===== src/rtl/sync_fifo_ctrl.sv =====
// Counter-based FIFO controller that masters both ports of a dp_ram.
// Push/pop are gated by full/empty flags decoded from the registered occupancy count.
module sync_fifo_ctrl #(
  parameter int DATA_WIDTH = 8,
  parameter int ADDR_WIDTH = 9,
  parameter int AF_TH      = (2**ADDR_WIDTH) - 4,
  parameter int AE_TH      = 4
) (
  input  logic                  clk,
  input  logic                  rst_n,
  input  logic                  wr_en,
  input  logic [DATA_WIDTH-1:0] wr_data,
  input  logic                  rd_en,
  output logic [DATA_WIDTH-1:0] rd_data,
  output logic                  rd_valid,
  output logic                  full,
  output logic                  empty,
  output logic                  almost_full,
  output logic                  almost_empty,
  output logic [ADDR_WIDTH:0]   count,
  output logic                  overflow,
  output logic                  underflow,
  output logic                  ram_w_enable,
  output logic [ADDR_WIDTH-1:0] ram_w_addr,
  output logic [DATA_WIDTH-1:0] ram_w_data,
  output logic                  ram_r_enable,
  output logic [ADDR_WIDTH-1:0] ram_r_addr,
  input  logic [DATA_WIDTH-1:0] ram_r_data
);

  localparam logic [ADDR_WIDTH:0] LP_DEPTH = (ADDR_WIDTH+1)'(2**ADDR_WIDTH);
  localparam logic [ADDR_WIDTH:0] LP_AF    = (ADDR_WIDTH+1)'(AF_TH);
  localparam logic [ADDR_WIDTH:0] LP_AE    = (ADDR_WIDTH+1)'(AE_TH);

  logic [ADDR_WIDTH-1:0] r_wr_ptr, r_rd_ptr;
  logic [ADDR_WIDTH:0]   r_count;
  logic                  r_rd_valid, r_overflow, r_underflow;
  logic                  w_full, w_empty, w_wr_acc, w_rd_acc;

  assign w_full   = (r_count == LP_DEPTH);
  assign w_empty  = (r_count == '0);
  assign w_wr_acc = wr_en & ~w_full;
  assign w_rd_acc = rd_en & ~w_empty;

  assign ram_w_enable = w_wr_acc;
  assign ram_w_addr   = r_wr_ptr;
  assign ram_w_data   = wr_data;
  assign ram_r_enable = w_rd_acc;
  assign ram_r_addr   = r_rd_ptr;

  assign full         = w_full;
  assign empty        = w_empty;
  assign almost_full  = (r_count >= LP_AF);
  assign almost_empty = (r_count <= LP_AE);
  assign count        = r_count;
  assign rd_valid     = r_rd_valid;
  assign rd_data      = ram_r_data;
  assign overflow     = r_overflow;
  assign underflow    = r_underflow;

  // DEPTH is a power of two, so pointers wrap by natural overflow
  always_ff @(posedge clk or negedge rst_n) begin
    if (!rst_n) begin
      r_wr_ptr    <= '0;
      r_rd_ptr    <= '0;
      r_count     <= '0;
      r_rd_valid  <= 1'b0;
      r_overflow  <= 1'b0;
      r_underflow <= 1'b0;
    end else begin
      if (w_wr_acc) r_wr_ptr <= r_wr_ptr + 1'b1;
      if (w_rd_acc) r_rd_ptr <= r_rd_ptr + 1'b1;
      case ({w_wr_acc, w_rd_acc})
        2'b10:   r_count <= r_count + 1'b1;
        2'b01:   r_count <= r_count - 1'b1;
        default: r_count <= r_count;
      endcase
      r_rd_valid  <= w_rd_acc;
      r_overflow  <= wr_en & w_full;
      r_underflow <= rd_en & w_empty;
    end
  end

endmodule


===== config.mk =====
export PLATFORM = sky130hd
export DESIGN_NAME = sync_fifo_ctrl
export DESIGN_NICKNAME = d
export VERILOG_FILES = /design/src/rtl/sync_fifo_ctrl.sv
export SDC_FILE = /design/constraint.sdc
export NUM_CORES = 1
export LEC_CHECK = 0
export BUFFER_PORTS_ARGS = -buffer_cell sky130_fd_sc_hd__buf_2
export CAP_MARGIN = 20
export CORE_UTILIZATION = 39
export DETAILED_ROUTE_END_ITERATION = 12
export PLACE_DENSITY = 0.72
export SYNTH_ARGS = -nofsm -noshare
export SYNTH_HDL_FRONTEND = slang
export SYNTH_SLANG_ARGS = --single-unit

===== constraint.sdc =====
create_clock -name clk -period 3.4 [get_ports clk]
set_clock_uncertainty 0.15 [all_clocks]
set_input_delay 0.51 -clock clk [delete_from_list [all_inputs] [get_ports clk]]
set_output_delay 0.51 -clock clk [all_outputs]
set_load 0.02 [all_outputs]

After elaboration in Yosys (flattened, before gate mapping)
Cells that the tools add are included.
- flip-flop bits (word level): 31
- output and inout port bits: 53
- input port bits: 20
- multiplexer cells: 1
- $lt $le $gt $ge: 2
- $add $sub $neg: 4
- reductions and logical operators: 2
- eq/ne operators: 3
- bitwise gates (word level): 6
- operators with widths (operator ; number):
    10-bit case mux with 2 select lines ; 1
    9-bit by 1-bit adder with 9-bit output (second input constant) ; 2
    10-bit by 1-bit adder with 10-bit output (second input constant) ; 1
    10-bit equality test (second input constant) ; 1
    10-bit by 9-bit >= comparator with 1-bit output (second input constant) ; 1
    10-bit by 3-bit less-or-equal comparator with 1-bit output (second input constant) ; 1
    10-bit zero test ; 1
    10-bit by 1-bit subtractor with 10-bit output (second input constant) ; 1
    1-bit AND ; 4
    2-bit by 1-bit equality test with 1-bit output (second input constant) ; 1
    2-bit equality test (second input constant) ; 1
    1-bit inverter ; 2
    2-bit nonzero test ; 1

Depth between registers and ports, before layout
Gate-level depths: netlist of the first run.
- word-level depth: 5
- mapped depth: 12
- gate-level depth less buffers: 11

Least setup slack after synthesis of the first run
OpenSTA, ideal clock, no wires.
- kind: flip-flop to flip-flop
- from: reg r_count[3] (netlist: count[3])
- to: reg r_count[8] (netlist: count[8])
- clock period less this slack: 3.579 ns
- stages on the path, launching flop included: 12
- path buffers: 0
- arrival: 3.292 ns
- setup time: 0.137 ns
- setup slack: -0.179 ns
- path through: dfrtp_1 -> or4_4 -> nor4_4 -> nor2b_2 -> ha_1 -> fa_1 -> a21o_1 -> a21oi_1 -> o21ai_0 -> a31oi_1 -> xor2_1 -> o21ai_0
- longest elaborated chain between the ends: 5
- elaborated cells between the ends (all ways): 12
- those cells by class: 2 x add/sub; 3 x eq/ne; 1 x mux; 4 x bitwise; 2 x reduce/logical
- RTL lines (item ; line ; RTL):
    from (decl) ; 36 ; logic [ADDR_WIDTH:0] r_count;
    from (signal assigned) ; 74 ; 2'b10: r_count <= r_count + 1'b1;
    from (signal assigned) ; 75 ; 2'b01: r_count <= r_count - 1'b1;
    from (signal assigned) ; 76 ; default: r_count <= r_count;
    10-bit zero test (*) ; 41 ; assign w_empty = (r_count == '0);
    via empty ; 17 ; output logic empty,
    1-bit inverter (*) ; 43 ; assign w_rd_acc = rd_en & ~w_empty;
    1-bit AND (*) ; 43 ;
    via ram_r_enable ; 26 ; output logic ram_r_enable,
    2-bit by 1-bit equality test with 1-bit output or 2-bit equality test (tied branches) ; 73 ; case ({w_wr_acc, w_rd_acc})
    10-bit case mux with 2 select lines or 2-bit nonzero test (tied branches) ; n/a ;
The timed path passes the listed nets; every way through them passes the cells marked *.
A chain may end at the register's enable or synchronous reset.

Worst setup path after layout of the first run
- from: reg r_count[5] (netlist: count[5])
- to: reg r_count[9] (netlist: count[9])
- longest elaborated chain between the ends: 5
- elaborated cells between the ends (all ways): 12
- those cells by class: 2 x add/sub; 3 x eq/ne; 1 x mux; 4 x bitwise; 2 x reduce/logical
- RTL lines (item):
    branches (longest 5 deep; another with 10-bit by 1-bit subtractor with 10-bit output)
Parallel ways; which one is timed is not known.

==> impl_results.md, run 1 <==
- Failing checks: DRC
- Num rows: 24
- Seq/Total Area, Yosys: 41.9%
- Initial antenna violation count: 0
- Num ports: 73
- Post-DRT Antenna Nets: 0
- Critical path type: register to register
- Min Clock Period, post-route: 3.20 ns
- Final hold violation count: 0
- Max-cap violations: 0
- Avg Inst Size Synth: 10.6 um^2
- Worst Setup Start Kind: register
- Crit-path max FO: 11
- ANT cells: 0
- Most frequent cells in the layout: buf_2 (40), dfrtp_1 (29), xnor2_1 (17), nand2_1 (11)
- Critical path endpoint category: register
- Final setup violation count: 0
- Cell variety after synth: 41
- Clock Latency Late Sink: 0.28 ns
- Drt first pass iters: 8
- Die area: 5030 um^2
- Post-DP HPWL: 2680 um
- Leakage: 1.03 nW
- Drt wl/cell: 13.7 um
- All-layer global routing usage: 15.1%
- Post-synthesis mux area share: 2.36%
- Post-synthesis compound-gate area fraction: 9.26%
- Critical Path RT: 3.41 ns
- Synth Cell Area: 1850 um^2
- Peak Freq: 312 MHz
- Fillers: 408
- Routability cong.: 0.830
- Met2 wire length: 1530 um
- WHS: 0.130 ns
- Least-Margin Pin Slew: 0.714 ns
- Total Neg Setup Slack: 0 ns
- Slew Limit Headroom: 52.4%
- DRT iter0 DRCs: 54
- Slew Viols, Final: 0
- CTS H-tree depth: 2
- Sequential cell area: 778 um^2
- Post-Synth XOR/XNOR Area: 11.4%
- DRT met1 WL: 1750 um
- Synth area leader: dfrtp_1
- Hold/Removal Path Class: primary input to async pin
- CTS Sinks: 31
- # resized after CTS: 0
- Synthesized Nets: 207
- GRT overflow: 0
- Multi-input gate area: 947 um^2
- Top-area cell type share of the netlist area: 41.9%
- Unrepaired setup endpoints after global routing: yes
- Pin count of the biggest net entering global routing: 32
- Max layer used: met4
- CTS root buf: clkbuf_8
- Die span in x: 70.9 um
- First-pass GRT wire length: 5980 um
- EDFF count, synth: 0
- Vias in the first global route: 1304
- Via Count: 1331
- Longest Clk Path Bufs: 2
- Ys flop type: dfrtp_1
- Post-Synth Simple-Gate Area: 17.6%
- Final non-filler cell total: 261
- Pwr per Cell Area: 972 nW/um^2
- Syn. warnings: 0
- Core Region: 4440 um^2
- CTS tree: built
- Port-buffer cells: 40
- Routed vias/inst: 5.10
- Arr. time, crit path: 3.22 ns
- CTS Hold Buffers Added: 0
- Peak supply drop: 0.385 mV
- Commonest non-fill, non-tap cell in the layout: buf_2
- # nets final: 240
- Die H: 70.9 um
- Initial Util: 41.7%
- Layout cell share with drive strength beyond 1: 35.9%
- Routed wl met3: 248 um
- DRC errors left: 12
- Drt total wl: 3570 um
- Status: complete, but fails checks
- Main combinational cell family by area after synthesis: simple AND/OR/NAND/NOR gates
- Post-Synth Adder-Cell Area: 8.51%
- Reg clk slew, reported paths: 0.07 ns
- Post-synth ARST share: 100%
- Syn Inst Count: 175
- Post-Place Cells: 253
- #FFs+latches synth: 31
- Tcrit/Tclk final: 94.2%
- CTS buffer count: 5
- Ranking of synthesized cells by area: dfrtp_1 (42%), xnor2_1 (8.0%), ha_1 (7.4%)
- Setup Buffers After CTS: 0
- Syn-to-layout area delta: 17.6%
-- final cells by class --
| type | count | share of cell area, % |
|---|---|---|
| multi-input cells | 119 | 43.5 |
| flip-flops and latches | 31 | 35.7 |
| repair buffers | 46 | 11.3 |
| clock buffers | 6 | 3.79 |
| well taps | 52 | 2.99 |
| clock inverters | 2 | 1.61 |
| inverters | 5 | 1.09 |
-- kinds of logic (layout without fill, tap and decap cells) --
group,Yosys count,count (layout)
compound gates,28,28
xor+xnor,24,24
fa+ha+maj,12,12
buf+inv,25,59
flops,31,31
mux,4,4
simple gates,51,51
-- worst max-delay path, cell delays in order, from the launching register on --
cell,delay [ns]
dfrtp_2,0.44
or4_4,0.59
nor4_4,0.26
nor2b_4,0.12
ha_4,0.23
ha_1,0.30
a211o_1,0.12
o211ai_1,0.14
a211oi_2,0.31
mux2i_1,0.22
a21oi_1,0.09
xnor2_1,0.13
-- stage by stage --
step	power [W]	instance area, um^2	worst slack (ns)	util (%)
after floorplan	0.00144	1880	-0.0191	-
after global placement	0.00173	2050	0.175	46.1
after detailed placement	0.00176	2050	0.0730	46.1
after CTS	0.00214	2170	0.0311	48.7
after global routing	0.00228	2180	-0.00194	49.0
final	0.00212	2180	0.196	49.0
-- final timing paths --
check | startpoint | to | slack, ns | cells past startpoint
max | count[5] | count[9] | 0.20 | 11
min | rst_n | rd_valid | 0.13 | 1
max reg2reg | count[5] | count[9] | 0.20 | 11
min reg2reg | ram_r_addr[8] | ram_r_addr[8] | 0.32 | 1
max in group asynchronous | rst_n | count[5] | 2.48 | 1
min in group clk | rd_en | underflow | 0.30 | 2
-- state kept, by name, indices dropped and copies added, names as in the netlist --
name and count:
rd_valid 1, ram_w_addr 9, ram_r_addr 9, underflow 1
count 10, overflow 1
-- report_power, final --
part	switching [W]	internal, W	leakage (nW)	total, W
clock network	0.000138	0.000237	0.0612	0.000375
registers	0.000158	0.000519	0.381	0.000677
logic	0.000610	0.000454	0.587	0.00106
total	0.000906	0.00121	1.03	0.00212
-- metal layers --
metal | GRT usage, % | up-vias
met1 | 19.9 | 617
met5 | 0 | -
met2 | 23.4 | 47
met4 | 4.67 | 0
li1 | - | 661
met3 | 5.41 | 6
-- Yosys cell counts, drive strengths merged, types with 2 or more instances --
cell	count
a211o	2
a21o	2
a21oi	5
and2	4
and3	3
buf	17
clkbuf	3
dfrtp	31
ha	11
inv	5
mux2	3
nand2	11
nand2b	2
nand3	6
nand4	6
nor2	4
nor2b	2
nor3	5
nor4	3
o21ai	11
o21bai	3
or2	2
xnor2	17
xor2	7
Note: power is estimated with default switching activity, not from simulation.
==> run 2: changes to the inputs <==
- GPL_TIMING_DRIVEN: default -> 0
==> impl_results.md, run 2 (same netlist as run 1, synthesis figures left out) <==
- Drt total wl: 3710 um (+3.8%)
- Hold/Removal Path Class: primary input to async pin
- CTS tree: built
- Layout cell share with drive strength beyond 1: 45.9% (+10 points)
- Reg2Reg Launch Point: count[5]
- Syn-to-layout area delta: 29.5%
- CTS buffer count: 5 (unchanged)
- Critical Path RT: 3.42 ns (about the same)
- Setup crit start: count[5]
- Slew Limit Headroom: 55.5% (+3.1 points)
- Critical path endpoint category: register
- Port-buffer cells: 56 (+40%)
- Pwr per Cell Area: 870 nW/um^2 (-10%)
- Initial Util: 41.7% (unchanged)
- Finished Core Util: 53.9% (+5.0 points)
- Commonest non-fill, non-tap cell in the layout: buf_2
- Via Count: 1464 (+10%)
- Final hold violation count: 0 (unchanged)
- Worst Setup Start Kind: register
- Status: completed
- Max-cap violations: 0 (unchanged)
- R2R cell count: 11 (unchanged)
- Min Clock Period, post-route: 3.30 ns (+0.0978 ns)
- Pin count of the biggest net entering global routing: 32 (unchanged)
- Reg clk slew, reported paths: 0.06 ns (about the same)
- Longest Clk Path Bufs: 2 (unchanged)
- GRT overflow: 0 (unchanged)
- Least-Margin Pin Slew: 0.668 ns (-0.0463 ns)
- DRT iter0 DRCs: 50 (-7.4%)
- Crit-path max FO: 7 (-4)
- CTS H-tree depth: 2 (unchanged)
- Pre-CTS setup slack: 0.0147 ns (-0.0583 ns)
- Post-DRT Antenna Nets: 0 (unchanged)
- Peak supply drop: 0.342 mV (-11%)
- Die area: 5030 um^2 (unchanged)
- ANT cells: 0 (unchanged)
- Final WS setup: 0.0979 ns (-0.0978 ns)
- Num ports: 73 (unchanged)
- Number of flip-flops in the largest register: 10 (unchanged)
- Vias in the first global route: 1241 (-4.8%)
- # nets final: 277 (+15%)
- Post-DP HPWL: 2730 um (+1.9%)
- DRC errors left: 0 (-12)
- Tcrit/Tclk final: 97.1% (+2.9 points)
- Most frequent cells in the layout: buf_2 (56), dfrtp_1 (27), buf_4 (23), xnor2_1 (17), nand2_1 (11)
- Peak Freq: 303 MHz (-3.0%)
- Final setup violation count: 0 (unchanged)
- Leakage: 1.16 nW (+13%)
- Arr. time, crit path: 3.32 ns (+0.10 ns)
- Routed vias/inst: 4.91 (-3.7%)
- CTS root buf: clkbuf_8
- Critical path type: register to register
- Drt first pass iters: 6 (-2)
- Die H: 70.9 um (unchanged)
- Drt wl/cell: 12.4 um (-9.1%)
- Routability cong.: 0.856 (+3.0%)
- R2r setup slk: 0.1 ns (-0.10 ns)
- Clock Latency Late Sink: 0.28 ns (about the same)
- Die span in x: 70.9 um (unchanged)
- Num rows: 24 (unchanged)
- Worst R2R End: count[9]
- Initial antenna violation count: 0 (unchanged)
- First-pass GRT wire length: 5690 um (-4.8%)
- CTS Sinks: 31 (unchanged)
- Slew Viols, Final: 0 (unchanged)
- All-layer global routing usage: 14.6% (-0.52 points)
- Core Region: 4440 um^2 (unchanged)
- Power Total: 0.00209 W (-1.4%)
- Unrepaired setup endpoints after global routing: yes
- Fillers: 390 (-4.4%)
[run 2: through the flow]
step	cells	cell area [um^2]	TNS [ns]	hold WS [ns]
5_1_grt	298	2400	-0.00988	0.162
3_5_place_dp	283	2230	0	0.309
4_1_cts	293	2340	0	0.134
6_report	298	2400	0	0.108
3_3_place_gp	283	2230	0	0.307
2_1_floorplan	175	1880	-0.0191	0.0644
[run 2: critical path: stages (launching register included)]
cell      delay (ns)
dfrtp_2         0.43
or4_4           0.56
nor4_4          0.35
nor2b_4         0.08
ha_4            0.21
ha_1            0.29
a211o_1         0.11
o211ai_1        0.14
a211oi_2        0.33
mux2i_1         0.30
a21oi_2         0.09
xnor2_1         0.13
[run 2: final cells by class]
| type | count | area (um^2) | area share, % |
|---|---|---|---|
| inverters | 5 | 23.8 | 0.992 |
| multi-input cells | 119 | 952 | 39.7 |
| clock buffers | 8 | 100 | 4.18 |
| plain buffers | 20 | 143 | 5.95 |
| flip-flops and latches | 31 | 781 | 32.6 |
| well taps | 52 | 65.1 | 2.71 |
| repair buffers | 63 | 333 | 13.9 |
[run 2: per-layer routing]
metal  track usage, %  up-vias  share of wire, %
li1                 -      734                 -
met3             3.28        7               6.1
met1             18.3      658                45
met4             8.00        0               2.2
met5                0        -                 0
met2             23.5       65                47
[run 2: report_power, final]
group | internal [W] | switching [W] | leakage (nW) | total (W)
logic | 0.000465 | 0.000604 | 0.735 | 0.00107
clock network | 0.000184 | 0.000130 | 0.0515 | 0.000315
registers | 0.000522 | 0.000181 | 0.379 | 0.000703
[run 2: worst max-delay path by stage]
stage                     endpoint  slack, ns  cells after the start
after CTS                 count[9]       0.04                     12
after global routing      count[9]      -0.01                     11
after floorplan           count[8]      -0.02                     11
after detailed placement  count[8]       0.01                     11
final                     count[9]        0.1                     11
after global placement    count[8]       0.05                     11
[run 2: what timing repair did]
| action | 4_1_cts | 5_1_grt |
|---|---|---|
| setup buffers | 2 | 5 |
| resized for setup | 1 | 7 |
| hold buffers | 0 | 0 |
| setup endpoints to repair | 1 | 3 |
| pin swaps | 2 | 4 |
| cloned | 0 | 0 |
